==> src/rtl/fetch_pkg.sv <==
// Shared defaults and types for the instruction fetch unit.
package fetch_pkg;

  localparam int XLEN_DEFAULT = 32;
  localparam logic [XLEN_DEFAULT-1:0] RESET_PC_DEFAULT = 32'h0000_0000;

  typedef enum logic {
    IDLE,
    RUN
  } fetch_state_t;

  typedef struct packed {
    logic [XLEN_DEFAULT-1:0] pc;
    logic [XLEN_DEFAULT-1:0] instr;
  } fetch_entry_t;

endpackage

==> src/rtl/fetch_fifo.sv <==
// Power-of-two circular queue with synchronous flush and an occupancy count.
module fetch_fifo #(
  parameter int DEPTH = 4,
  parameter int WIDTH = 64,
  localparam int AW = $clog2(DEPTH),
  localparam int CW = AW + 1
) (
  input  logic             clk,
  input  logic             reset_n,
  input  logic             push,
  input  logic [WIDTH-1:0] push_data,
  input  logic             pop,
  input  logic             flush,
  output logic [WIDTH-1:0] pop_data,
  output logic             full,
  output logic             empty,
  output logic [CW-1:0]    count
);

  logic [WIDTH-1:0] mem [DEPTH];
  logic [AW-1:0]    rd_ptr;
  logic [AW-1:0]    wr_ptr;
  logic             do_push;
  logic             do_pop;

  assign do_push  = push && !full;
  assign do_pop   = pop && !empty;
  assign full     = (count == CW'(DEPTH));
  assign empty    = (count == '0);
  assign pop_data = mem[rd_ptr];

  always_ff @(posedge clk) begin
    if (do_push && !flush) begin
      mem[wr_ptr] <= push_data;
    end
  end

  always_ff @(posedge clk or negedge reset_n) begin
    if (!reset_n) begin
      rd_ptr <= '0;
      wr_ptr <= '0;
      count  <= '0;
    end else if (flush) begin
      rd_ptr <= '0;
      wr_ptr <= '0;
      count  <= '0;
    end else begin
      if (do_push) begin
        wr_ptr <= wr_ptr + AW'(1);
      end
      if (do_pop) begin
        rd_ptr <= rd_ptr + AW'(1);
      end
      if (do_push && !do_pop) begin
        count <= count + CW'(1);
      end else if (!do_push && do_pop) begin
        count <= count - CW'(1);
      end
    end
  end

endmodule

==> src/rtl/fetch_unit.sv <==
// Sequential instruction fetcher: issues word requests, tags in-order responses
// with their PC, buffers them for decode and discards stale data after a redirect.
module fetch_unit
  import fetch_pkg::*;
#(
  parameter int              XLEN     = XLEN_DEFAULT,
  parameter logic [XLEN-1:0] RESET_PC = XLEN'(RESET_PC_DEFAULT),
  parameter int              FQ_DEPTH = 4
) (
  input  logic            clk,
  input  logic            reset_n,
  output logic            imem_req,
  output logic [XLEN-1:0] imem_addr,
  input  logic            imem_gnt,
  input  logic            imem_rvalid,
  input  logic [XLEN-1:0] imem_rdata,
  input  logic            redirect_valid,
  input  logic [XLEN-1:0] redirect_pc,
  output logic            if_valid,
  input  logic            if_ready,
  output logic [XLEN-1:0] if_instr,
  output logic [XLEN-1:0] if_pc
);

  localparam int              CW   = $clog2(FQ_DEPTH) + 1;
  localparam logic [XLEN-1:0] STEP = XLEN'(4);

  fetch_state_t      state;
  fetch_state_t      state_next;
  logic [XLEN-1:0]   pc;
  logic [XLEN-1:0]   resp_pc;
  logic [XLEN-1:0]   redirect_target;
  logic [CW-1:0]     outstanding;
  logic [CW-1:0]     outstanding_next;
  logic [CW-1:0]     drop_cnt;
  logic [CW-1:0]     fifo_count;
  logic [CW:0]       inflight;
  logic              accept;
  logic              resp_live;
  logic              push;
  logic              pop;
  logic              fifo_full;
  logic              fifo_empty;
  logic [2*XLEN-1:0] head;

  assign redirect_target = {redirect_pc[XLEN-1:2], 2'b00};
  assign accept          = imem_req && imem_gnt;
  assign resp_live       = imem_rvalid && (outstanding != '0);
  assign push            = resp_live && (drop_cnt == '0) && !redirect_valid && !fifo_full;
  assign pop             = !fifo_empty && if_ready && !redirect_valid;
  assign inflight        = {1'b0, outstanding} + {1'b0, fifo_count};
  assign imem_addr       = pc;

  always_ff @(posedge clk or negedge reset_n) begin
    if (!reset_n) begin
      state <= IDLE;
    end else begin
      state <= state_next;
    end
  end

  always_comb begin
    state_next = state;
    case (state)
      IDLE:    state_next = RUN;
      RUN:     state_next = RUN;
      default: state_next = IDLE;
    endcase
  end

  // Every request in flight already owns a queue slot, so the queue cannot overflow.
  always_comb begin
    imem_req = 1'b0;
    if (state == RUN && inflight < (CW+1)'(FQ_DEPTH)) begin
      imem_req = 1'b1;
    end
  end

  always_comb begin
    outstanding_next = outstanding;
    if (accept && !resp_live) begin
      outstanding_next = outstanding + CW'(1);
    end else if (!accept && resp_live) begin
      outstanding_next = outstanding - CW'(1);
    end
  end

  // On redirect everything still in flight, including a same-cycle grant, is stale.
  always_ff @(posedge clk or negedge reset_n) begin
    if (!reset_n) begin
      outstanding <= '0;
      drop_cnt    <= '0;
    end else begin
      outstanding <= outstanding_next;
      if (redirect_valid) begin
        drop_cnt <= outstanding_next;
      end else if (resp_live && drop_cnt != '0) begin
        drop_cnt <= drop_cnt - CW'(1);
      end
    end
  end

  // resp_pc shadows the address of the oldest live response, so no tag FIFO is needed.
  always_ff @(posedge clk or negedge reset_n) begin
    if (!reset_n) begin
      pc      <= RESET_PC;
      resp_pc <= RESET_PC;
    end else if (redirect_valid) begin
      pc      <= redirect_target;
      resp_pc <= redirect_target;
    end else begin
      if (accept) begin
        pc <= pc + STEP;
      end
      if (push) begin
        resp_pc <= resp_pc + STEP;
      end
    end
  end

  fetch_fifo #(
    .DEPTH (FQ_DEPTH),
    .WIDTH (2*XLEN)
  ) u_queue (
    .clk       (clk),
    .reset_n   (reset_n),
    .push      (push),
    .push_data ({resp_pc, imem_rdata}),
    .pop       (pop),
    .flush     (redirect_valid),
    .pop_data  (head),
    .full      (fifo_full),
    .empty     (fifo_empty),
    .count     (fifo_count)
  );

  assign if_valid = !fifo_empty;
  assign if_pc    = fifo_empty ? '0 : head[2*XLEN-1:XLEN];
  assign if_instr = fifo_empty ? '0 : head[XLEN-1:0];

endmodule

==> config.mk <==
export PLATFORM = sky130hd
export DESIGN_NAME = fetch_unit
export DESIGN_NICKNAME = d
export VERILOG_FILES = /design/src/rtl/fetch_pkg.sv /design/src/rtl/fetch_fifo.sv /design/src/rtl/fetch_unit.sv
export SDC_FILE = /design/constraint.sdc
export NUM_CORES = 1
export LEC_CHECK = 0
export CAP_MARGIN = 20
export CORE_ASPECT_RATIO = 2
export CORE_MARGIN = 4
export CORE_UTILIZATION = 37
export CTS_BUF_LIST = sky130_fd_sc_hd__clkbuf_16
export CTS_CLUSTER_DIAMETER = 100
export DETAILED_ROUTE_END_ITERATION = 8
export GPL_TIMING_DRIVEN = 0
export HOLD_SLACK_MARGIN = 0.12
export PLACE_DENSITY = 0.67
export SYNTH_ARGS = -nofsm -noshare
export SYNTH_HDL_FRONTEND = slang
export SYNTH_SLANG_ARGS = --single-unit
==> constraint.sdc <==
create_clock -name clk -period 5.3 [get_ports clk]
set_clock_uncertainty 0.2 [all_clocks]
set_input_delay 1.06 -clock clk [delete_from_list [all_inputs] [get_ports clk]]
set_output_delay 1.06 -clock clk [all_outputs]
set_load 0.005 [all_outputs]
* Word-level counts from Yosys, hierarchy flattened
Memory sizes are Yosys's and may differ from the RTL's.
Cells that the tools add are included.
** Word-level totals
- Register bits :: 78
- Bits in writable memories :: 256
- Input bits :: 70
- Output and inout bits :: 98
- Logic and storage cells :: 74
- Memories :: 1
** Cells by class
- Add/sub/neg operators :: 10
- Order comparisons :: 1
- Equal/unequal tests :: 1
- Mux-type cells :: 20
- Reduce and logical (&&, ||, !) cells :: 33
** Memory list
- u_queue.mem :: words 4, width 64, rd ports 1, clocked after Yosys merged registers in 0, wr ports 1, RTL line fetch_fifo.sv:20 : logic [WIDTH-1:0] mem [DEPTH];
** Operators with widths (count)
- $mux W32 :: 6
- $add A32 B3 Y32 const B :: 2
- $mux W3 :: 7
- $logic_and A1 B1 Y1 :: 16
- $reduce_bool A2 Y1 :: 5
- $reduce_bool A3 Y1 :: 3
- $sub A3 B1 Y3 const B :: 3
- $mux W2 :: 4
- $logic_not A1 Y1 :: 7
- $add A3 B1 Y3 const B :: 2
- $logic_not A3 Y1 :: 2
- $add A2 B1 Y2 const B :: 2
- $add A3 B3 Y4 :: 1
- $lt A4 B3 Y1 const B :: 1
- $eq A3 B3 Y1 const B :: 1
- $mux W1 :: 3

* Longest topological paths before layout
- Depth in word-level cells :: 11
- Depth in mapped cells :: 9
- Gate-level depth less buffers :: 9

* By module
From an unflattened synthesis, not the netlist that was laid out.
** Second synthesis, totals
- Cells, all modules :: 869
- Area total of the unflattened synthesis :: 14202.4 µm²
** Modules (own cells, without submodules)
- fetch_fifo :: instances 1, cells each 382, area each 9704.3 µm², sequential area each 7862.5 µm²
- fetch_unit :: instances 1, cells each 487, area each 4498.1 µm², sequential area each 1676.6 µm²

* Worst setup path before layout
No wires, ideal clock.
- Kind :: input to register
- Start point :: input redirect_valid
- End point :: memory u_queue.mem[0][0], enable pin
- Library setup time :: 0.427 ns
- Data arrival time :: 3.249 ns
- Required time :: 4.673 ns
- Setup slack :: 1.424 ns
- Cell stages on the path :: 4
- Buffers on the path :: 2
- Path through :: inv_2 > clkbuf_1 > clkbuf_1 > and3_1
** Between the ends
- Longest elaborated chain between the ends :: 7
** RTL lines
- start, declared :: RTL line fetch_unit.sv:17 : input logic redirect_valid,
- $logic_not A1 Y1 (*) :: RTL line fetch_fifo.sv:33, fetch_unit.sv:49
- $logic_and A1 B1 Y1 (2 in series) :: RTL line fetch_unit.sv:49 : assign push = resp_live && (drop_cnt == '0) && !redirect_valid && !fifo_full;
- $logic_and A1 B1 Y1 :: RTL line fetch_fifo.sv:26 : assign do_push = push && !full;
- $logic_and A1 B1 Y1 (*) :: RTL line fetch_fifo.sv:33 : if (do_push && !flush) begin
- $mux W1 (*) :: RTL line fetch_fifo.sv:33
- $mux W1 (implied by the code) (*) :: RTL line fetch_fifo.sv:34 : mem[wr_ptr] <= push_data;
- end, declared :: RTL line fetch_fifo.sv:20
Every way passes the cells marked *; elsewhere a longest branch is shown, timed or not.

* Worst setup path in the final report
- Start point :: register u_queue.rd_ptr[0]
- End point :: output if_instr[8]
** Between the ends
- Longest elaborated chain between the ends :: 2
** RTL lines
- start, declared :: RTL line fetch_fifo.sv:21 : logic [AW-1:0] rd_ptr;
- start signal, assigned :: RTL line fetch_fifo.sv:52 : rd_ptr <= rd_ptr + AW'(1);
- $mem_v2 Z4 W64
- $mux W32 :: RTL line fetch_unit.sv:139 : assign if_instr = fifo_empty ? '0 : head[XLEN-1:0];
- end, declared :: RTL line fetch_unit.sv:21 : output logic [XLEN-1:0] if_instr,
Every way passes these cells.

==> flow_summary.json <==
{
  "drive_above_1_share": 0.124,
  "async_flop_share": 0.230,
  "clk-insertion-delay-late_ns": 0.56,
  "timing.rr.end": "u_queue.mem[2][8]",
  "core_sq_um": 37800,
  "grt_pass1_vias": 9959,
  "register_area_sq_um": 9300,
  "maxCapViolCount": 0,
  "avgRoutedWirePerCell_um": 22.8,
  "p_switching_uw": 1920,
  "die_h_um": 284,
  "cts_resized": 0,
  "drc": 0,
  "cp-end-kind": "output pin",
  "finalHoldViolCount": 0,
  "outcome": "finished clean",
  "postSynthAreaPerCell_sq_um": 15.0,
  "cts_root_buf": "clkbuf_16",
  "grt_setup_unrepaired": "false",
  "antenna_found_initial": 0,
  "p_int_uw": 4920,
  "syn_area_sq_um": 14100,
  "max_freq_mhz": 210,
  "ys.flop_type": "edfxtp_1",
  "critical_path_class": "reg2out",
  "avgViaCountPerCell": 5.68,
  "p_per_area_nw_per_um2": 393,
  "worstHoldPathCells": 2,
  "cts_num_sinks": 322,
  "critical_path_required_ns": 4.04,
  "leakagePower_uw": 0.00570,
  "num_rows": 101,
  "cts_tree": "built",
  "final_cell_mix": "edfxtp_1 (248), clkdlybuf4s50_1 (159), dfrtp_1 (74), and2_1 (65), mux4_2 (62)",
  "multi_input_area_sq_um": 4540,
  "rr_startpoint": "outstanding[0]",
  "period_share": 0.896,
  "nNetsFinal": 1223,
  "area_growth_pct": 23.4,
  "worst_pin_slew_ns": 1.16,
  "synth_edf_count": 248,
  "dpl.hpwl_mm": 25.9,
  "setup_viol": 0,
  "post_cts_buffers": 0,
  "start_util": 0.374,
  "p_comb_frac": 0.253,
  "drv_slew": 0,
  "ff2ff_path_depth": 8,
  "dr.pass1.iters": 5,
  "ioPinCount": 168,
  "crit_path_cell_trace": "clkbuf_1 -> buf_1 -> mux4_2 -> and2_1 -> clkdlybuf4s50_1",
  "crit_path_max_incr_delay_ns": 0.79,
  "p_clk_frac": 0.307,
  "hold_path_end": "u_queue.wr_ptr[1]",
  "drt-total-wl_mm": 37.1,
  "place_congestion": 0.922,
  "clk_path_buf_depth": 3,
  "grt_max_degree": 63,
  "synth_cell_type_count": 58,
  "hold_path.class": "reg2reg",
  "portBuffers": 160,
  "layout_commonest_cell": "edfxtp_1",
  "crit_path_top_delay_cell": "buf_1",
  "holdCritStartpoint": "u_queue.wr_ptr[1]",
  "synthCells": 939,
  "die_area_sq_um": 41500,
  "overflow": 0,
  "fill_cells": 3355,
  "final_area_sq_um": 17400,
  "seq_power_share": 0.440,
  "power_uw": 6840,
  "synth_warnings": 0,
  "first_iter_violations": 526,
  "cp_data_arrival_time_ns": 3.49,
  "grt_use_total": 0.177,
  "dp.cells": 1570,
  "grt_first_pass_wirelength_mm": 57.4,
  "worst-path-max-fanout": 10,
  "switching_share": 0.281,
  "vdd_drop_max_mv": 0.252,
  "final_antenna_net_count": 0,
  "vias": 9235,
  "cts-htree-levels": 1,
  "dpl_cell_area_sq_um": 16500,
  "path_clk_slew_ns": 0.07,
  "synth_seq_cells": 322,
  "start_kind": "flip-flop",
  "dieWidth_um": 146,
  "diodes": 0,
  "relSlewSlack": 0.222,
  "cts_buffers": 29,
  "setup-tns-final_ns": 0,
  "ys_seq_area_frac": 0.659,
  "rrSetupSlack_ns": 1.96,
  "fin_cells": 1625,
  "finalHoldWorstSlack_ns": 0.378,
  "period_minus_slack_ns": 4.75
}
[cell families (layout without fill, tap and decap cells)]
group	Yosys count	in the layout	share of synthesized area
flip-flops	322	322	0.659
other	2	5	0.000532
multiplexers	76	76	0.110
buffers and inverters	78	298	0.0221
adder cells (fa/ha/maj)	14	14	0.0129
AND/OR/NAND/NOR	326	326	0.133
XOR/XNOR	15	15	0.00931
AO/OA/AOI/OAI	106	106	0.0536
[synthesized netlist by cell type, drive strengths merged (2+ instances only)]
library cell / number / area share
or4: 13 / 0.0069
o41ai: 2 / 0.0012
mux2i: 4 / 0.0028
nor2: 47 / 0.012
inv: 18 / 0.0048
nor3b: 3 / 0.0016
xnor2: 13 / 0.0081
nand3: 26 / 0.0092
o2bb2ai: 2 / 0.0012
and4: 14 / 0.0087
a211oi: 21 / 0.011
a31o: 2 / 0.0012
o31a: 2 / 0.0012
o31ai: 10 / 0.0053
nor3: 23 / 0.0082
and2: 65 / 0.029
nor4b: 3 / 0.0019
nand4b: 2 / 0.0012
dfrtp: 74 / 0.13
or3: 7 / 0.0031
mux4: 62 / 0.099
a21boi: 3 / 0.0016
a21o: 3 / 0.0016
a21oi: 11 / 0.0039
buf: 16 / 0.0056
nand2b: 5 / 0.0022
and3: 15 / 0.0066
a311oi: 13 / 0.0081
clkbuf: 44 / 0.012
nor2b: 9 / 0.0040
conb: 2 / 0.00053
o21ai: 10 / 0.0035
ha: 13 / 0.012
a211o: 3 / 0.0019
nand4: 28 / 0.012
nor4: 26 / 0.012
a31oi: 19 / 0.0084
nand2: 33 / 0.0088
mux2: 10 / 0.0080
edfxtp: 248 / 0.53
xor2: 2 / 0.0012
[final cells by class]
cell class                 instances  area share
buffer                            60      0.0140
sequential                       322       0.534
tap                              463      0.0333
clock buffer                      29      0.0417
timing repair buffer             166       0.100
inverter                          18     0.00388
multi-input combinational        542       0.261
clock inverter                    25      0.0124
[flip-flops by register name, indices dropped and copies added, names as in the netlist]
name	flops
drop_cnt	3
imem_addr	30
outstanding	3
resp_pc	30
state	1
u_queue.count	3
u_queue.mem	248
u_queue.rd_ptr	2
u_queue.wr_ptr	2
[power groups by stage]
| stage | sequential [uW] | clock (uW) | combinational, uW |
|---|---|---|---|
| final | 3010 | 2100 | 1730 |
| after global routing | 3030 | 2250 | 1910 |
| after CTS | 3010 | 2150 | 1790 |
| after detailed placement | 3060 | 0 | 1780 |
| after global placement | 3050 | 0 | 1740 |
| after floorplan | 3010 | 0 | 906 |
[per-stage QoR]
stage,worst slack (ns),util
after detailed placement,0.664,0.436
after global placement,-0.926,0.432
after global routing,0.179,0.461
after floorplan,1.42,-
after CTS,0.277,0.461
final,0.549,0.461
[how the worst max path moves through the flow]
stage	from	to	slack, ns	cells past startpoint
floorplan	redirect_valid	u_queue.mem[0][0]	1.42	4
global placement	redirect_valid	u_queue.mem[1][5]	-0.93	5
detailed placement	redirect_valid	u_queue.count[2]	0.66	8
CTS	u_queue.rd_ptr[0]	if_instr[8]	0.28	5
global route	u_queue.rd_ptr[0]	if_instr[8]	0.18	5
finish	u_queue.rd_ptr[0]	if_instr[8]	0.55	5
[critical path: cells and delay by family, from the launching register on]
kind	cells	cell delay [ns]
mux	1	0.60
flops	1	0.32
buf+inv	3	1.82
simple gates	1	0.18
[what timing repair did]
item	in CTS	in global routing
endpoints found under the setup margin	0	0
hold endpoints to repair	4	0
hold buffers	1	0
[layer usage]
| metal | track usage | vias to the layer above | share of wire |
|---|---|---|---|
| met5 | 0 | - | 0 |
| met2 | 0.338 | 353 | 0.55 |
| met4 | 0.0860 | 0 | 0.050 |
| met3 | 0.0211 | 116 | 0.044 |
| met1 | 0.190 | 4639 | 0.36 |
| li1 | - | 4127 | - |
No activity file was read; power rests on OpenSTA's default activity.
